### src/rtl/hazard_fwd_ctrl.sv
// hazard_fwd_ctrl: operand forwarding selects, load-use stall and branch
// flush control for a five-stage pipeline. All outputs are registered.
// Optional feature: define HZ_PERF_CNT_EN to build the saturating
// stall-cycle counter; otherwise stall_count is tied to zero.
module hazard_fwd_ctrl #(
  parameter int RW     = 4,
  parameter int NSRC   = 3,
  parameter int LD_LAT = 1
) (
  input  logic                 CLK,
  input  logic                 RST,
  input  logic [RW-1:0]        rd_ex,
  input  logic [RW-1:0]        rd_mem,
  input  logic [RW-1:0]        rd_wb,
  input  logic                 we_ex,
  input  logic                 we_mem,
  input  logic                 we_wb,
  input  logic                 ld_ex,
  input  logic [NSRC*RW-1:0]   src_id,
  input  logic [NSRC-1:0]      src_used,
  input  logic                 br_taken,
  output logic [2*NSRC-1:0]    fwd_sel,
  output logic                 cu_mux,
  output logic                 pc_ld,
  output logic                 if_id_ld,
  output logic                 flush_id,
  output logic [15:0]          stall_count
);

  localparam logic [1:0] S_RUN   = 2'd0;
  localparam logic [1:0] S_STALL = 2'd1;
  localparam logic [1:0] S_FLUSH = 2'd2;

  // Bubble counter starts at LD_LAT-1 so LD_LAT=1 gives a single stall cycle.
  localparam logic [3:0] CNT_INIT = 4'(LD_LAT - 1);

  logic [1:0]          r_state;
  logic [3:0]          r_cnt;
  logic [2*NSRC-1:0]   r_fwd_sel;
  logic                r_cu_mux;
  logic                r_pc_ld;
  logic                r_if_id_ld;
  logic                r_flush_id;

  logic [2*NSRC-1:0]   w_fwd_next;
  logic [NSRC-1:0]     w_ex_hit;
  logic                w_hazard;
  logic [1:0]          w_state_next;
  logic [3:0]          w_cnt_next;

  // Per-operand forwarding select; a load in EX never forwards since its
  // data is not available until MEM.
  genvar gi;
  generate
    for (gi = 0; gi < NSRC; gi++) begin : g_src
      logic [RW-1:0] w_src;
      assign w_src = src_id[gi*RW +: RW];
      assign w_ex_hit[gi] = src_used[gi] & (rd_ex == w_src);
      assign w_fwd_next[2*gi +: 2] =
          (src_used[gi] & we_ex & ~ld_ex & (rd_ex == w_src)) ? 2'b01 :
          (src_used[gi] & we_mem & (rd_mem == w_src))        ? 2'b10 :
          (src_used[gi] & we_wb & (rd_wb == w_src))          ? 2'b11 :
                                                               2'b00;
    end
  endgenerate

  assign w_hazard = ld_ex & we_ex & (|w_ex_hit);

  // Next-state logic: a taken branch always wins over a stall.
  always_comb begin
    w_state_next = S_RUN;
    w_cnt_next   = r_cnt;
    case (r_state)
      S_RUN: begin
        if (br_taken) begin
          w_state_next = S_FLUSH;
        end else if (w_hazard) begin
          w_state_next = S_STALL;
          w_cnt_next   = CNT_INIT;
        end
      end
      S_STALL: begin
        if (br_taken) begin
          w_state_next = S_FLUSH;
        end else if (r_cnt != 4'd0) begin
          w_state_next = S_STALL;
          w_cnt_next   = r_cnt - 4'd1;
        end
      end
      default: begin
        w_state_next = S_RUN;
      end
    endcase
  end

  // State, counter and registered outputs decoded from the next state.
  always_ff @(posedge CLK) begin
    if (RST) begin
      r_state    <= S_RUN;
      r_cnt      <= 4'd0;
      r_fwd_sel  <= '0;
      r_cu_mux   <= 1'b1;
      r_pc_ld    <= 1'b1;
      r_if_id_ld <= 1'b1;
      r_flush_id <= 1'b0;
    end else begin
      r_state   <= w_state_next;
      r_cnt     <= w_cnt_next;
      r_fwd_sel <= w_fwd_next;
      case (w_state_next)
        S_STALL: begin
          r_cu_mux   <= 1'b0;
          r_pc_ld    <= 1'b0;
          r_if_id_ld <= 1'b0;
          r_flush_id <= 1'b0;
        end
        S_FLUSH: begin
          r_cu_mux   <= 1'b0;
          r_pc_ld    <= 1'b1;
          r_if_id_ld <= 1'b1;
          r_flush_id <= 1'b1;
        end
        default: begin
          r_cu_mux   <= 1'b1;
          r_pc_ld    <= 1'b1;
          r_if_id_ld <= 1'b1;
          r_flush_id <= 1'b0;
        end
      endcase
    end
  end

  assign fwd_sel  = r_fwd_sel;
  assign cu_mux   = r_cu_mux;
  assign pc_ld    = r_pc_ld;
  assign if_id_ld = r_if_id_ld;
  assign flush_id = r_flush_id;

`ifdef HZ_PERF_CNT_EN
  logic [15:0] r_stall_count;

  // Count every edge that enters or stays in STALL, saturating at all-ones.
  always_ff @(posedge CLK) begin
    if (RST) begin
      r_stall_count <= 16'd0;
    end else if ((w_state_next == S_STALL) && (r_stall_count != 16'hFFFF)) begin
      r_stall_count <= r_stall_count + 16'd1;
    end
  end

  assign stall_count = r_stall_count;
`else
  assign stall_count = 16'd0;
`endif

endmodule

### config.mk
export PLATFORM = sky130hd
export DESIGN_NAME = hazard_fwd_ctrl
export DESIGN_NICKNAME = d
export VERILOG_FILES = /design/src/rtl/hazard_fwd_ctrl.sv
export SDC_FILE = /design/constraint.sdc
export NUM_CORES = 1
export LEC_CHECK = 0
export BUFFER_PORTS_ARGS = -buffer_cell sky130_fd_sc_hd__buf_2
export CORE_MARGIN = 2
export CORE_UTILIZATION = 41
export CTS_CLUSTER_DIAMETER = 60
export CTS_CLUSTER_SIZE = 30
export DETAILED_ROUTE_END_ITERATION = 12
export PLACE_DENSITY = 0.71
export SYNTH_ARGS = -nofsm -noshare
export SYNTH_HDL_FRONTEND = slang
export SYNTH_SLANG_ARGS = --single-unit
### constraint.sdc
create_clock -name CLK -period 1.9 [get_ports CLK]
set_input_delay 0.095 -clock CLK [delete_from_list [all_inputs] [get_ports CLK]]
set_output_delay 0.095 -clock CLK [all_outputs]
set_load 0.02 [all_outputs]
==> run metrics, run 1 <==
fillcell total=279; final core utilization=55.0%; IO buf count=43; Setup-failing EPs final=0; IO Count=60; crit path to=cu_mux$_SDFF_PP1_; Root Buffer=clkbuf_4; Final nets=237; vias in the first global route=1151; dominant synthesized flop cell=dfxtp_1; Via density=5.13; Critical Path Source=r_cnt[1]$_SDFFE_PP0P_; most frequent cells in the layout=buf_2 (43), xor2_1 (19), conb_1 (16); fin crit share=98.6%; worst r2r src=r_cnt[1]$_SDFFE_PP0P_; r2r setup slk=0.03 ns; All-Layer GR Usage=18.2%; die area=0.00348 mm2; sequential area share after synthesis=24.2%; FF+latch count, synth=15; final wirelength=3.02 mm; Cell Area, Synth=0.00124 mm2; final antenna-violating net count=0; synth-to-layout area growth=24.2%; Sink Count=15; Worst Hold Class=input port to flop; share of the synthesized area in the top cell type=24.2%; power per cell area=470 mW/mm2; HPWL Detailed=2.43 mm; Slew Viols, Final=0; worst path arrival time=2.05 ns; WS Path Type=flop to flop; H-tree Lvls=1; Mean Syn Cell Area=8.44 um2; placeable core area=0.00281 mm2; Post-synth ARST share=0%; Post-synth EDFFs=0; CP endpoint kind=flop; CTS tree=yes; std cell rows=19; Vias=1174; Starting Density=44.2%; Routed WL per cell=13.2 um; die width=59.0 um; Reg2Reg Depth=8; synth unique cells=40; largest net degree at the start of global routing=18; yosys warns=0; CTS Buf Count=3; clk slew on worst S/H paths=0.09 ns; GRT overflow=0; total power=0.725 mW; Maximum Capacitance Violations=0; FMAX=534 MHz; FF-to-FF End=cu_mux$_SDFF_PP1_; met3 WL=198 um; met1 wire length=1.24 mm; metal2 WL=1.48 mm; clock skew=0.00341 ns; 1st-iter DRT viols=42; status=completed; fraction of layout cells with a size suffix above 1=35.4%; DR DRC count=0; crit start category=flop; cells after synthesis=147; CP Max Fanout=2; first-pass GRT wire length=4.77 mm; clk_lat worst skew=0.29 ns; GP Congestion=0.866; clock buffer depth=2; hold buffer count at cts=0; number of diodes=0; Max VDD drop=0.000200 V; drt first pass iters=4; uppermost layer routed=met4; initial antenna violation count=0; Lkg Pwr=0.699 nW; area leader, netlist=dfxtp_1; final hold viol count=0; most common cell after layout, fill and taps aside=buf_2; Tmin final=1.87 ns; Critical Path RT=2.08 ns; cells taking the most area after synthesis=dfxtp_1 (24%), xor2_1 (13%), buf_4 (10%); chip height=59.0 um
-- area by class of cell --
class / instances / area [um2] / share of cell area (%)
clock buffers: 3 / 22.5 / 1.46
clock inverters: 1 / 5.00 / 0.325
inverters: 10 / 37.5 / 2.44
multi-input cells: 119 / 866 / 56.2
flip-flops and latches: 15 / 304 / 19.7
well taps: 31 / 38.8 / 2.52
repair buffers: 50 / 268 / 17.4
-- flip-flops by register name, summed over array words and instances, names as in the netlist --
register / count
flush_id: 1
fwd_sel: 6
if_id_ld: 1
r_state: 2
r_cnt: 4
cu_mux: 1
-- logic make-up (layout without fill, tap and decap cells) --
family | count (synthesis) | after routing | share of synthesized area (%)
AO/OA/AOI/OAI | 21 | 21 | 13.9
XOR/XNOR | 30 | 30 | 21.2
adder cells (fa/ha/maj) | 4 | 4 | 4.03
buffers and inverters | 28 | 64 | 13.6
flip-flops | 15 | 15 | 24.2
other | 1 | 16 | 0.302
AND/OR/NAND/NOR | 48 | 48 | 22.8
-- report_power, final --
group	switching (mW)	internal, mW
Combinational	0.130	0.0868
Sequential	0.00235	0.320
Clock	0.107	0.0783
-- Yosys cell counts (all sizes together) (3+ instances only) --
cell type	number
or4	3
inv	10
nand3	6
buf	17
nand2	3
xor2	19
nor4	3
nand2b	10
a21oi	5
nor3	5
dfxtp	15
nor2	8
nor3b	3
ha	4
xnor2	11
-- critical path, cell delays in order, from the launching register on --
cell     delay (ns)
dfxtp_2        0.35
inv_2          0.05
ha_4           0.16
a211o_1        0.29
o21a_1         0.16
a31oi_4        0.20
inv_2          0.07
ha_4           0.22
or2_2          0.27
-- timing repair --
action | in CTS | in global routing
endpoints found under the setup margin | 1 | 1
buffers inserted | 2 | 1
pin swaps | 3 | 2
gates resized for setup | 6 | 5
-- per-layer routing --
layer | vias up | track usage, %
li1 | 577 | -
met1 | 528 | 20.2
met2 | 58 | 33.3
met3 | 11 | 1.97
met4 | 0 | 10.1
met5 | - | 0
-- how the worst min path moves through the flow --
stage                     startpoint  slack, ns  cells past startpoint                     to
after detailed placement    br_taken       0.44                      3  r_state[1]$_SDFF_PP0_
after global placement      br_taken       0.42                      3  r_state[1]$_SDFF_PP0_
after floorplan                  RST       0.17                      1    flush_id$_SDFF_PP0_
final                       br_taken       0.14                      3  r_state[1]$_SDFF_PP0_
after CTS                   br_taken       0.13                      3  r_state[1]$_SDFF_PP0_
after global routing        br_taken       0.16                      3  r_state[1]$_SDFF_PP0_
-- through the flow --
step,setup slack [ns],std cells,hold WS [ns],area (um2),setup TNS (ns)
final,0.0271,229,0.137,1540,0
after global routing,-0.0132,229,0.162,1540,-0.0132
after CTS,0.000847,228,0.134,1510,0
after detailed placement,-0.0268,222,0.442,1450,-0.0268
after global placement,0.0553,222,0.424,1450,0
after floorplan,0.0314,162,0.167,1300,0
Note: power is estimated with default switching activity, not from simulation.
==> run 2: changes to the inputs <==
- GPL_TIMING_DRIVEN: not set -> 0
==> run metrics, run 2 (synthesis results as in run 1) <==
metal2 WL=1.51 mm (+2.5%); Final Cell Area=0.00163 mm2 (+5.8%); number of diodes=0 (unchanged); clk slew on worst S/H paths=0.09 ns (about the same); Placed Instances=236 (+6.3%); Root Buffer=clkbuf_4; fillcell total=276 (-1.1%); first-pass GRT wire length=4.85 mm (+1.6%); Critical Path Source=r_cnt[0]$_SDFFE_PP0P_; Final nets=252 (+6.3%); Sink Count=15 (unchanged); die width=59.0 um (unchanged); Routed WL per cell=12.5 um (-5.1%); Worst Hold Class=input port to flop; IO buf count=43 (unchanged); CTS tree=yes; DR DRC count=0 (unchanged); uppermost layer routed=met4; final cell count without fillers=244 (+6.6%); Starting Density=44.2% (unchanged); Tmin final=1.85 ns (-0.0225 ns); placeable core area=0.00281 mm2 (unchanged); Max VDD drop=0.000228 V (+14%); crit start category=flop; fin crit share=97.4% (-1.2 points); met1 wire length=1.19 mm (-4.7%); WS Path Type=flop to flop; Vias=1232 (+4.9%); GRT overflow=0 (unchanged); status=completed; met3 WL=246 um (+24%); 1st-iter DRT viols=21 (-50%); worst r2r src=r_cnt[0]$_SDFFE_PP0P_; final hold viol count=0 (unchanged); slowest CP cell=dfxtp_2; critical path, cell by cell=inv_2 -> ha_4 -> a211o_1 -> o21a_1 -> a31oi_4 -> inv_1 -> ha_1 -> or2_4; power per cell area=457 mW/mm2 (-2.7%); Setup-failing EPs final=0 (unchanged); worst path arrival time=2.03 ns (-0.02 ns); final antenna-violating net count=0 (unchanged); dpl cell area=0.00155 mm2 (+7.0%); std cell rows=19 (unchanged); max FFs per register=6 (unchanged); clock buffer depth=2 (unchanged); Lkg Pwr=0.775 nW (+11%); GP Congestion=0.874 (+0.98%); hold buffer count at cts=0 (unchanged); HPWL Detailed=2.53 mm (+4.1%); Critical Path RT=2.08 ns (about the same); clk_lat worst skew=0.28 ns (about the same); chip height=59.0 um (unchanged); Max stage delay on crit path=0.36 ns (about the same); Via density=5.05 (-1.5%); IO Count=60 (unchanged); Slew Viols, Final=0 (unchanged); most common cell after layout, fill and taps aside=buf_2; CP endpoint kind=flop; CTS Buf Count=3 (unchanged); H-tree Lvls=1 (unchanged); fraction of layout cells with a size suffix above 1=37.6% (+2.2 points); vias in the first global route=1229 (+6.8%); Hold Path Origin=RST; final wirelength=3.05 mm (+1.1%); FMAX=540 MHz (+1.2%); die area=0.00348 mm2 (unchanged); most frequent cells in the layout=buf_2 (43), buf_4 (21), xor2_1 (19); Maximum Capacitance Violations=0 (unchanged); largest net degree at the start of global routing=11 (-7); total power=0.746 mW (+3.0%); drt first pass iters=4 (unchanged); RSZ-0062 raised after global routing=no; initial antenna violation count=0 (unchanged); synth-to-layout area growth=31.5%; CP Max Fanout=2 (unchanged); clock skew=0.00370 ns (+0.000291 ns); All-Layer GR Usage=18.3% (+0.091 points)
[run 2: changes by cell type in the layout (fill, tap and decap cells not counted), sizes merged]
cell	previous run	this run
buf	50	64
clkbuf	3	4
[run 2: through the flow]
stage	TNS, ns	hold slack, ns	setup slack, ns	utilization (%)
6_report	0	0.0676	0.0496	58.2
5_1_grt	0	0.0790	0.00665	58.2
4_1_cts	0	0.0587	0.0240	58.2
3_5_place_dp	-0.198	0.365	-0.198	55.4
3_3_place_gp	-0.115	0.357	-0.115	55.4
2_1_floorplan	0	0.167	0.0314	-
[run 2: final cells by class]
| type | instances | area (um2) | area share, % |
|---|---|---|---|
| multi-input combinational | 119 | 848 | 52.0 |
| sequential | 15 | 303 | 18.6 |
| timing repair buffer | 47 | 245 | 15.0 |
| buffer | 18 | 131 | 8.05 |
| tap | 31 | 38.8 | 2.38 |
| inverter | 10 | 37.5 | 2.30 |
| clock buffer | 3 | 22.5 | 1.38 |
| clock inverter | 1 | 5.00 | 0.307 |
[run 2: critical path: cells and delay by family (launching register included)]
kind,cells,cell delay [ns]
AOI/OAI and AO/OA,3,0.61
adders and majority gates,2,0.43
DFF,1,0.36
and+or+nand+nor,1,0.22
buffers and inverters,2,0.13
[run 2: worst paths after layout]
path | cells past startpoint | to | slack (ns)
min | 2 | flush_id$_SDFF_PP0_ | 0.07
max | 8 | cu_mux$_SDFF_PP1_ | 0.05
min reg2reg | 2 | r_cnt[3]$_SDFFE_PP0P_ | 0.53
max reg2reg | 8 | cu_mux$_SDFF_PP1_ | 0.05
[run 2: per-layer routing]
| metal | track usage, % | vias to the layer above |
|---|---|---|
| li1 | - | 605 |
| met1 | 19.6 | 553 |
| met2 | 34.4 | 63 |
| met3 | 1.75 | 11 |
| met4 | 10.4 | 0 |
| met5 | 0 | - |
[run 2: where the power goes]
| group | internal, mW | switching, mW | leakage, nW |
|---|---|---|---|
| clock network | 0.0782 | 0.105 | 0.0177 |
| logic | 0.107 | 0.134 | 0.635 |
| registers | 0.320 | 0.00188 | 0.123 |
| total | 0.505 | 0.241 | 0.775 |
[run 2: repair_timing]
| action | in CTS | in global routing |
|---|---|---|
| setup endpoints to repair | 1 | 1 |
| setup buffers | 4 | 0 |
| resized for setup | 7 | 0 |
| cloned | 0 | 0 |
| pin swaps | 4 | 1 |
==> run 3: changes to the inputs <==
- clock period: 1.9 -> 1.7 ns (I/O delays scaled with it)
==> run metrics, run 3 (synthesis results as in run 1) <==
status=finished with violations; failing checks=design-rule violations, negative setup slack; H-tree Lvls=1 (unchanged); Setup TNS=-0.0859 ns (-0.0859 ns); Tmin final=1.77 ns (-0.0821 ns); IO buf count=43 (unchanged); Root Buffer=clkbuf_4; Lkg Pwr=0.804 nW (+3.7%); synth-to-layout area growth=37.5%; CP Max Fanout=3 (+1); GRT overflow=0 (unchanged); die area=0.00348 mm2 (unchanged); WS Path Type=flop to flop; vias in the first global route=1219 (-0.81%); first-pass GRT wire length=5.22 mm (+7.5%); Sink Count=15 (unchanged); Slew Viols, Final=0 (unchanged); most common cell after layout, fill and taps aside=buf_2; Vias=1233 (+0.081%); placeable core area=0.00281 mm2 (unchanged); GP Congestion=0.880 (+0.69%); Pint=0.565 mW (+12%); final antenna-violating net count=0 (unchanged); most frequent cells in the layout=buf_2 (43), buf_4 (23), xor2_1 (19); DP Worst Slack=-0.277 ns (-0.0787 ns); 1st-iter DRT viols=48 (+130%); std cell rows=19 (unchanged); max FFs per register=6 (unchanged); Maximum Capacitance Violations=0 (unchanged); HPWL Detailed=2.64 mm (+4.5%); clock skew=0.00357 ns (-0.000131 ns); CTS Buf Count=3 (unchanged); DR DRC count=1 (+1); Final nets=255 (+1.2%); drt first pass iters=8 (+4); clk slew on worst S/H paths=0.09 ns (about the same); initial antenna violation count=0 (unchanged); total power=0.829 mW (+11%); PnR worst setup slack=-0.0683 ns (-0.118 ns); clk_lat worst skew=0.27 ns (about the same); worst path arrival time=1.94 ns (-0.09 ns); FMAX=566 MHz (+4.6%); All-Layer GR Usage=19.5% (+1.2 points); power per cell area=486 mW/mm2 (+6.2%); P_sw=0.263 mW (+9.3%); combinational power share=33.1% (+0.8 points); Net Sw Frac=31.8% (-0.53 points); RSZ-0062 raised after global routing=yes; number of diodes=0 (unchanged); die width=59.0 um (unchanged); fin crit share=104% (+6.6 points); CP endpoint kind=flop; fillcell total=265 (-4.0%); crit start category=flop; final hold viol count=0 (unchanged); CTS tree=yes; fraction of layout cells with a size suffix above 1=42.1% (+4.6 points); Via density=4.99 (-1.1%); final core utilization=60.8% (+2.7 points); worst hold margin=0.0791 ns (+0.0115 ns); Critical Path RT=1.87 ns (-0.21 ns); chip height=59.0 um (unchanged); clock network power share=23.6% (-1.0 points); Max VDD drop=0.000263 V (+15%); clock buffer depth=2 (unchanged); IO Count=60 (unchanged); final wirelength=3.18 mm (+4.3%); Setup-failing EPs final=2 (+2); sequential fraction of design power=43.3% (about the same); largest net degree at the start of global routing=11 (unchanged); Starting Density=44.2% (unchanged); Routed WL per cell=12.9 um (+3.1%); Worst Hold Class=input port to flop
run 3: through the flow:
step	cell area, um2	std cells
floorplan	1320	162
global placement	1570	236
detailed placement	1570	236
CTS	1620	243
global route	1710	247
finish	1710	247
run 3: area by class of cell:
class | instances | area (um2) | area share (%)
Multi-Input combinational cell | 119 | 890 | 52.1
Clock buffer | 3 | 22.5 | 1.32
Timing Repair Buffer | 50 | 272 | 15.9
Tap cell | 31 | 38.8 | 2.27
Sequential cell | 15 | 308 | 18.0
Clock inverter | 1 | 5.00 | 0.293
Inverter | 10 | 40.0 | 2.35
Buffer | 18 | 131 | 7.70
run 3: power by group through the flow:
stage	logic, mW	clock network [mW]	registers (mW)
after floorplan	0.160	0	0.375
after global placement	0.259	0	0.368
after CTS	0.268	0.207	0.359
final	0.275	0.195	0.359
after detailed placement	0.267	0	0.369
after global routing	0.303	0.214	0.360
run 3: timing repair:
| item | 4_1_cts | 5_1_grt |
|---|---|---|
| resized for setup | 1 | 12 |
| hold buffers | 0 | 0 |
| setup endpoints to repair | 2 | 4 |
| setup buffers | 3 | 4 |
| pin swaps | 2 | 3 |
run 3: worst max-delay path: stages (launching register included):
cell and delay, ns:
dfxtp_2 0.34, inv_2 0.06, ha_4 0.16, a211o_1 0.29, o21a_1 0.16, a31oi_4 0.18
inv_2 0.06, ha_4 0.20, or2_4 0.21
run 3: path summary, 6_finish.rpt:
check	startpoint	end	slack [ns]	cells after the start
min	RST	flush_id$_SDFF_PP0_	0.08	2
max reg2reg	r_cnt[1]$_SDFFE_PP0P_	cu_mux$_SDFF_PP1_	-0.07	8
min reg2reg	r_cnt[3]$_SDFFE_PP0P_	r_cnt[3]$_SDFFE_PP0P_	0.54	2
max	r_cnt[1]$_SDFFE_PP0P_	cu_mux$_SDFF_PP1_	-0.07	8
run 3: metal layers:
| metal | GRT usage (%) | vias to the layer above | part of all wire (%) |
|---|---|---|---|
| met3 | 2.62 | 2 | 9.4 |
| li1 | - | 613 | - |
| met2 | 35.4 | 70 | 52 |
| met1 | 22.9 | 548 | 38 |
| met4 | 7.79 | 0 | 0.38 |
| met5 | 0 | - | 0 |
